--- src/rtl/uart_pkg.sv ---
// Shared UART definitions: default bit timing, data width, receiver states and
// a 2-of-3 majority helper.
package uart_pkg;

    localparam int unsigned UART_CYCLES_PER_BIT = 104;
    localparam int unsigned UART_DATA_BITS      = 8;

    typedef enum logic [2:0] {
        IDLE      = 3'd0,
        START     = 3'd1,
        DATA      = 3'd2,
        STOP      = 3'd3,
        WAIT_HIGH = 3'd4
    } uart_rx_state_t;

    // 2-of-3 majority vote
    function automatic logic maj3(input logic a, input logic b, input logic c);
        return (a & b) | (a & c) | (b & c);
    endfunction

endpackage

--- src/rtl/sync_2ff.sv ---
// 1-bit two-flop synchronizer for asynchronous inputs; resets to 1 so an idle
// high line does not look like an edge when reset releases.
module sync_2ff (
    input  logic clk,
    input  logic rst_n,
    input  logic i_d,
    output logic o_q
);

    logic r_meta;
    logic r_sync;

    // Two-stage resynchronization into the clk domain
    always_ff @(posedge clk or negedge rst_n) begin
        if (!rst_n) begin
            r_meta <= 1'b1;
            r_sync <= 1'b1;
        end else begin
            r_meta <= i_d;
            r_sync <= r_meta;
        end
    end

    assign o_q = r_sync;

endmodule

--- src/rtl/uart_rx.sv ---
// 8N1 UART receiver. Recovers bytes from the asynchronous rx line, pulses
// valid with each good byte and frame_err on a low stop bit.
// Build option: define UART_RX_MAJORITY_EN to decide each sample point by a
// 2-of-3 vote over the last three synchronized samples.
module uart_rx
    import uart_pkg::*;
#(
    parameter int unsigned CYCLES_PER_BIT = UART_CYCLES_PER_BIT
) (
    input  logic       clk,
    input  logic       rst_n,
    input  logic       rx,
    output logic [7:0] out,
    output logic       valid,
    output logic       frame_err,
    output logic       busy
);

    localparam int unsigned CNT_W = $clog2(CYCLES_PER_BIT + 1);
    localparam int unsigned HALF  = CYCLES_PER_BIT / 2;
    localparam int unsigned IDX_W = $clog2(UART_DATA_BITS);

    localparam logic [CNT_W-1:0] START_TGT = CNT_W'(HALF - 1);
    localparam logic [CNT_W-1:0] BIT_TGT   = CNT_W'(CYCLES_PER_BIT - 1);
    localparam logic [IDX_W-1:0] LAST_IDX  = IDX_W'(UART_DATA_BITS - 1);

    logic                      w_rx_s;
    logic                      w_sample;

    uart_rx_state_t            r_state;
    uart_rx_state_t            w_state_next;
    logic [CNT_W-1:0]          r_cycles;
    logic [CNT_W-1:0]          w_cycles_next;
    logic [IDX_W-1:0]          r_index;
    logic [IDX_W-1:0]          w_index_next;
    logic [UART_DATA_BITS-1:0] r_data;
    logic [UART_DATA_BITS-1:0] w_data_next;
    logic [UART_DATA_BITS-1:0] r_out;
    logic [UART_DATA_BITS-1:0] w_out_next;
    logic                      r_valid;
    logic                      w_valid_next;
    logic                      r_frame_err;
    logic                      w_frame_err_next;
    logic                      r_busy;

    sync_2ff u_sync_rx (
        .clk   (clk),
        .rst_n (rst_n),
        .i_d   (rx),
        .o_q   (w_rx_s)
    );

`ifdef UART_RX_MAJORITY_EN
    logic [1:0] r_hist;

    // Keep the two previous synchronized samples for the vote
    always_ff @(posedge clk or negedge rst_n) begin
        if (!rst_n) begin
            r_hist <= 2'b11;
        end else begin
            r_hist <= {r_hist[0], w_rx_s};
        end
    end

    assign w_sample = maj3(r_hist[1], r_hist[0], w_rx_s);
`else
    assign w_sample = w_rx_s;
`endif

    // State and datapath registers
    always_ff @(posedge clk or negedge rst_n) begin
        if (!rst_n) begin
            r_state     <= IDLE;
            r_cycles    <= '0;
            r_index     <= '0;
            r_data      <= '0;
            r_out       <= '0;
            r_valid     <= 1'b0;
            r_frame_err <= 1'b0;
            r_busy      <= 1'b0;
        end else begin
            r_state     <= w_state_next;
            r_cycles    <= w_cycles_next;
            r_index     <= w_index_next;
            r_data      <= w_data_next;
            r_out       <= w_out_next;
            r_valid     <= w_valid_next;
            r_frame_err <= w_frame_err_next;
            r_busy      <= (w_state_next != IDLE);
        end
    end

    // Next-state, bit timing and sampling decisions
    always_comb begin
        w_state_next     = r_state;
        w_cycles_next    = r_cycles;
        w_index_next     = r_index;
        w_data_next      = r_data;
        w_out_next       = r_out;
        w_valid_next     = 1'b0;
        w_frame_err_next = 1'b0;

        case (r_state)
            IDLE: begin
                w_cycles_next = '0;
                w_index_next  = '0;
                if (!w_rx_s) begin
                    w_state_next = START;
                end
            end
            START: begin
                w_cycles_next = r_cycles + CNT_W'(1);
                if (r_cycles == START_TGT) begin
                    if (w_sample) begin
                        // Low pulse too short to be a start bit
                        w_state_next = IDLE;
                    end else begin
                        w_cycles_next = '0;
                        w_state_next  = DATA;
                    end
                end
            end
            DATA: begin
                w_cycles_next = r_cycles + CNT_W'(1);
                if (r_cycles == BIT_TGT) begin
                    w_data_next[r_index] = w_sample;
                    w_cycles_next        = '0;
                    if (r_index == LAST_IDX) begin
                        w_state_next = STOP;
                    end else begin
                        w_index_next = r_index + IDX_W'(1);
                    end
                end
            end
            STOP: begin
                w_cycles_next = r_cycles + CNT_W'(1);
                if (r_cycles == BIT_TGT) begin
                    if (w_sample) begin
                        w_out_next   = r_data;
                        w_valid_next = 1'b1;
                        w_state_next = IDLE;
                    end else begin
                        w_frame_err_next = 1'b1;
                        w_state_next     = WAIT_HIGH;
                    end
                end
            end
            WAIT_HIGH: begin
                // Hold off until the line returns high so a break is not
                // decoded as a stream of zero bytes
                if (w_rx_s) begin
                    w_state_next = IDLE;
                end
            end
            default: begin
                w_state_next = IDLE;
            end
        endcase
    end

    assign out       = r_out;
    assign valid     = r_valid;
    assign frame_err = r_frame_err;
    assign busy      = r_busy;

endmodule

--- config.mk ---
export PLATFORM = sky130hd
export DESIGN_NAME = uart_rx
export DESIGN_NICKNAME = d
export VERILOG_FILES = /design/src/rtl/uart_pkg.sv /design/src/rtl/sync_2ff.sv /design/src/rtl/uart_rx.sv
export SDC_FILE = /design/constraint.sdc
export NUM_CORES = 1
export LEC_CHECK = 0
export ABC_AREA = 1
export CELL_PAD_IN_SITES_DETAIL_PLACEMENT = 1
export CELL_PAD_IN_SITES_GLOBAL_PLACEMENT = 2
export CORE_MARGIN = 1
export CORE_UTILIZATION = 32
export CTS_BUF_LIST = sky130_fd_sc_hd__clkbuf_4
export DETAILED_ROUTE_END_ITERATION = 8
export GPL_TIMING_DRIVEN = 0
export HOLD_SLACK_MARGIN = 0.08
export PLACE_DENSITY_LB_ADDON = 0.05
export SLEW_MARGIN = 20
export SYNTH_ARGS = -nofsm -noshare
export SYNTH_HDL_FRONTEND = slang
export SYNTH_HIERARCHICAL = 1
export SYNTH_SLANG_ARGS = --single-unit
--- constraint.sdc ---
create_clock -name clk -period 1.7 [get_ports clk]
set_clock_uncertainty 0.2 [all_clocks]
set_input_delay 0.34 -clock clk [delete_from_list [all_inputs] [get_ports clk]]
set_output_delay 0.34 -clock clk [all_outputs]
set_load 0.05 [all_outputs]
After elaboration in Yosys (flattened, before gate mapping). Cells that the tools add are included.

$add $sub $neg: 2. Order comparisons: 2. Eq/ne operators: 9. Multiplexer cells: 25. Reductions and logical operators: 8.

Operators by type and width (count): 7-bit case mux with 4 select lines (1); 3-bit two-way mux (9); 7-bit two-way mux (3); 3-bit case mux with 5 select lines (1); 8-bit bitwise mux (1); 7-bit by 1-bit adder with 7-bit output, second input constant (1); 7-bit by 6-bit == test with 1-bit output, second input constant (1); 7-bit == test, second input constant (1); 1-bit two-way mux (7); 3-bit by 2-bit == test with 1-bit output, second input constant (2); 3-bit == test, second input constant (2); 3-bit case mux with 2 select lines (1); 3-bit AND reduction (2); 3-bit by 4-bit < comparator with 1-bit output, second input constant (1); 2-bit != test, second input constant (2); 4-bit nonzero test (1); 3-bit by 1-bit adder with 3-bit output, second input constant (1); 1-bit demux with 3-bit select (1); 3-bit by 1-bit == test with 1-bit output, second input constant (1); 3-bit by 1-bit >= comparator with 1-bit output, second input constant (1); 3-bit zero test (1); 3-bit nonzero test (1); 2-bit two-way mux (1); 2-bit AND reduction (1); other kinds (2) (2).

Register bits: 34. Input port bits: 3.

Longest topological paths before layout. Gate-level depths: netlist (run 1).

Word-level depth: 5. Gate-level depth with buffers: 9. Depth with buffers taken out: 9.

By module. The synthesis (run 1) kept the hierarchy.

Modules (own cells, without submodules): uart_rx (times used 1, cells an instance 219, area each 1702.9 µm²); sync_2ff (times used 1, cells an instance 2, area each 52.6 µm²).

Worst setup path before layout (run 1). No wires, ideal clock.

Path kind: flip-flop to flip-flop. Start point: reg r_cycles[0]. End point: reg r_data[1]. Library setup time: 132 ps. Arrival time: 1274 ps. Data required time: 1368 ps. Path slack: 94 ps. Stages on the path, launching flop included: 9. Buffers on the path: 0. Clock period less this slack: 1606 ps. Cells stage by stage: dfrtp_1 -> ha_1 -> nand2_2 -> nor2_2 -> nand2_4 -> nor2_8 -> nand3_1 -> nand2_1 -> o21ai_1.

Cells in the longest elaborated chain, start to end: 2.

RTL lines: from (decl) (RTL line uart_rx.sv:32) `logic [CNT_W-1:0] r_cycles;`; from (signal assigned) (RTL line uart_rx.sv:83) `r_cycles <= w_cycles_next;`; 7-bit == test (RTL line uart_rx.sv:125) `if (r_cycles == BIT_TGT) begin`; 2-bit AND reduction (no source line); to (signal assigned) (RTL line uart_rx.sv:85) `r_data <= w_data_next;`; to (decl) (RTL line uart_rx.sv:36) `logic [UART_DATA_BITS-1:0] r_data;`.

No other way between the ends. A chain may end at the register's enable or synchronous reset.

Worst setup path in the final report (run 1).
Start point: reg r_cycles[0]. End point: reg r_data[5].

The elaborated chain is that of the path after synthesis.

==> results.yml, run 1 <==
clock_network:
  path_clk_slew_ns: 0.12
  cts_sinks: 34
  numCtsBuffers: 5
  cts-root-buf: "clkbuf_4"
  htreeDepth: 2
  cts_tree: "built"
  clock_latency_ns: 0.34
  cts_buffer_depth: 2
synthesis:
  ys_seq_area_share_pct: 48.6
  synth_top_cell_by_area: "dfrtp_1"
  synth_cells: 221
  synth-warning-count: 6
  yosys-top-cells-area: "dfrtp_1 (46%), nand2_1 (17%), nand3_1 (7.4%)"
  syn-num-nets: 227
  synth_area_mm2: 0.00176
  synth_cell_types: 22
  yosys_register_bits: 34
  synth_top_area_share_pct: 45.6
  syn_avg_cell_area_um2: 7.94
hold_path:
  hold_start: "u_sync_rx/r_meta$_DFF_PN1_"
  hold_depth: 0
  hp-class: "reg2reg"
  min_to: "u_sync_rx/o_q$_DFF_PN1_"
placement:
  dp_hpwl_um: 3230
  port_buffers: 13
  place.gp.congestion: 0.754
  dp_slack_ns: -0.237
layout:
  antenna_cells: 0
  drive_above_1_share_pct: 30.6
  syn_to_final_growth_pct: 35.9
  nFillCells: 631
  fin_nets: 263
  layout_commonest_cell: "nand2_1"
  final_cell_mix: "nand2_1 (79), dfrtp_1 (28), inv_1 (24)"
grt:
  grt_first_pass_wirelength_um: 7910
  grt.met3_usage_pct: 3.35
  antenna_found_initial: 0
  grt_overflow: 0
  grt_use_met1_pct: 22.3
  grt_usage_pct: 17.3
  use_met2_pct: 29.6
  grt_max_degree: 22
  grt-busiest-layer: "met2"
  grt_pass1_vias: 1628
route:
  wirelength_um: 4490
  viasPerCell: 4.69
  drtIter0Drc: 50
  ant_nets: 0
  drc: 0
  via_count: 1539
  drt_pass1_iterations: 4
  wire_per_inst_um: 13.7
timing:
  hold_violations: 0
  period_needed_ns: 1.68
  slew_headroom_pct: 75.1
  worst_pin_slew_ns: 0.374
  fin_tns_setup_ns: 0
  final_max_slew_viol_count: 0
  timing.fmax_mhz: 594
  setup_slack_ns: 0.0169
  timing.final.crit_share_pct: 99.0
  grt_setup_unrepaired: "yes"
  finalSetupViolCount: 0
floorplanning:
  design.core.area_mm2: 0.00520
  fp.dieW_um: 76.1
  start_util_pct: 33.7
  dieArea_mm2: 0.00579
  num_rows: 26
  num_io_pins: 14
  die_h_um: 76.1
setup_path:
  path_buf_inv: 1
  critical_path.endpoint_type: "flop"
  cp-start-kind: "flop"
  crit_family: "simple AND/OR/NAND/NOR gates"
  r2r-end: "r_data[5]$_DFFE_PN0P_"
  path_max_fanout: 7
  critical_path_required_ns: 1.74
  path_common_cell: "nand2_4"
  r2r_start: "r_cycles[0]$_DFFE_PN0P_"
  regToRegSetupSlack_ns: 0.02
  r2r_cells: 9
  crit_chain: "ha_4 -> nand2_4 -> nor2_4 -> nand2_4 -> nor2_8 -> buf_12 -> nand3_2 -> nand2_2 -> o21ai_2"
  cp.arrival_ns: 1.72
  max_stage_delay_ns: 0.43
  crit_type: "reg2reg"
  crit_path_top_delay_cell: "dfrtp_1"
pwr:
  clock_power_share_pct: 47.1
  power.leakage_nw: 1.23
  pwr-share-seq_pct: 50.6
  ir_drop_mv: 0.409
  comb_power_share_pct: 2.3
  swShare_pct: 20.2
  p_int_mw: 1.29
  p_switching_mw: 0.325
  power_density_mw_per_mm2: 675
  p_total_mw: 1.61
flow_run:
  drv_cap: 0
outcome:
  status: "finished clean"
==> final cells by class <==
type	count	area (um^2)	area share (%)
buffer	3	22.5	0.944
clock buffer	5	37.5	1.57
clock inverter	3	68.8	2.89
inverter	28	105	4.41
multi-input combinational	156	891	37.4
sequential	34	858	36.0
tap	70	87.6	3.67
timing repair buffer	29	314	13.2
==> cells in the mapped netlist <==
master / number
nand2_1: 80
o211ai_1: 1
inv_1: 25
nand3_1: 26
nor2_2: 1
nand4_1: 4
xor2_1: 1
nor2_8: 2
o21ai_1: 9
nand2_4: 3
clkbuf_1: 1
dfstp_2: 2
nor3_4: 2
nor2_1: 15
buf_4: 2
o21bai_1: 1
dfrtp_1: 32
nand3_2: 1
nand2_2: 2
ha_1: 3
inv_2: 3
o21ai_0: 5
==> how the worst max path moves through the flow <==
stage	from	endpoint	slack (ns)	cells after the start
finish	r_cycles[0]$_DFFE_PN0P_	r_data[5]$_DFFE_PN0P_	0.02	9
global route	r_cycles[0]$_DFFE_PN0P_	r_data[6]$_DFFE_PN0P_	-0.06	9
CTS	r_cycles[1]$_DFFE_PN0P_	r_data[3]$_DFFE_PN0P_	-0.02	9
detailed placement	r_cycles[0]$_DFFE_PN0P_	out[1]$_DFFE_PN0P_	-0.24	7
global placement	rst_n	r_data[4]$_DFFE_PN0P_	-0.65	1
floorplan	r_cycles[0]$_DFFE_PN0P_	r_data[1]$_DFFE_PN0P_	0.09	8
==> sequential cells by signal (all words and copies together) (netlist names) <==
signal,flops
r_data,8
valid,1
frame_err,1
r_state,3
u_sync_rx/r_meta,1
r_cycles,7
u_sync_rx/o_q,1
out,8
r_index,3
busy,1
==> metrics by stage <==
step	utilization, %	std cells	hold slack [ns]	area (um^2)
2_1_floorplan	-	221	-0.156	1760
3_5_place_dp	38.3	305	0.0781	2000
6_report	45.8	328	0.167	2380
3_3_place_gp	37.9	304	0.146	1970
5_1_grt	45.8	328	0.175	2380
4_1_cts	43.8	321	0.169	2280
==> kinds of logic after synthesis <==
| family | share of synthesized area [%] |
|---|---|
| adders and majority gates | 2.14 |
| xor gates and xnor gates | 0.499 |
| and+or+nand+nor | 36.8 |
| buffers and inverters | 7.06 |
| AOI/OAI and AO/OA | 4.85 |
| DFF | 48.6 |
==> power by group through the flow <==
stage	registers (mW)	logic, mW	clock network [mW]
2_1_floorplan	0.830	0.00485	0
3_3_place_gp	0.830	0.0278	0
3_5_place_dp	0.830	0.0354	0
4_1_cts	0.815	0.0377	0.784
5_1_grt	0.816	0.0420	0.816
6_report	0.815	0.0368	0.758
==> layer usage <==
metal | part of all wire [%] | wire [um]
met2 | 48 | 2180
met4 | 0.69 | 31
met3 | 3.0 | 136
met1 | 48 | 2150
met5 | 0 | 0
==> what timing repair did <==
item	CTS	global route
setup endpoints to repair	41	25
setup buffers	7	7
pin swaps	5	11
gates cloned	0	0
hold endpoints to repair	34	0
gates resized for setup	51	20
hold buffers	1	0
Note: power is estimated with default switching activity, not from simulation.
==> run 2: changes to the inputs <==
--- a/config.mk
+++ b/config.mk
@@ -6,6 +6,7 @@
 export NUM_CORES = 1
 export LEC_CHECK = 0
 export ABC_AREA = 1
+export CAP_MARGIN = 20
 export CELL_PAD_IN_SITES_DETAIL_PLACEMENT = 1
 export CELL_PAD_IN_SITES_GLOBAL_PLACEMENT = 2
 export CORE_MARGIN = 1
==> results of run 2 <==
No change in the layout: final DEF, timing and power equal those of run 1.
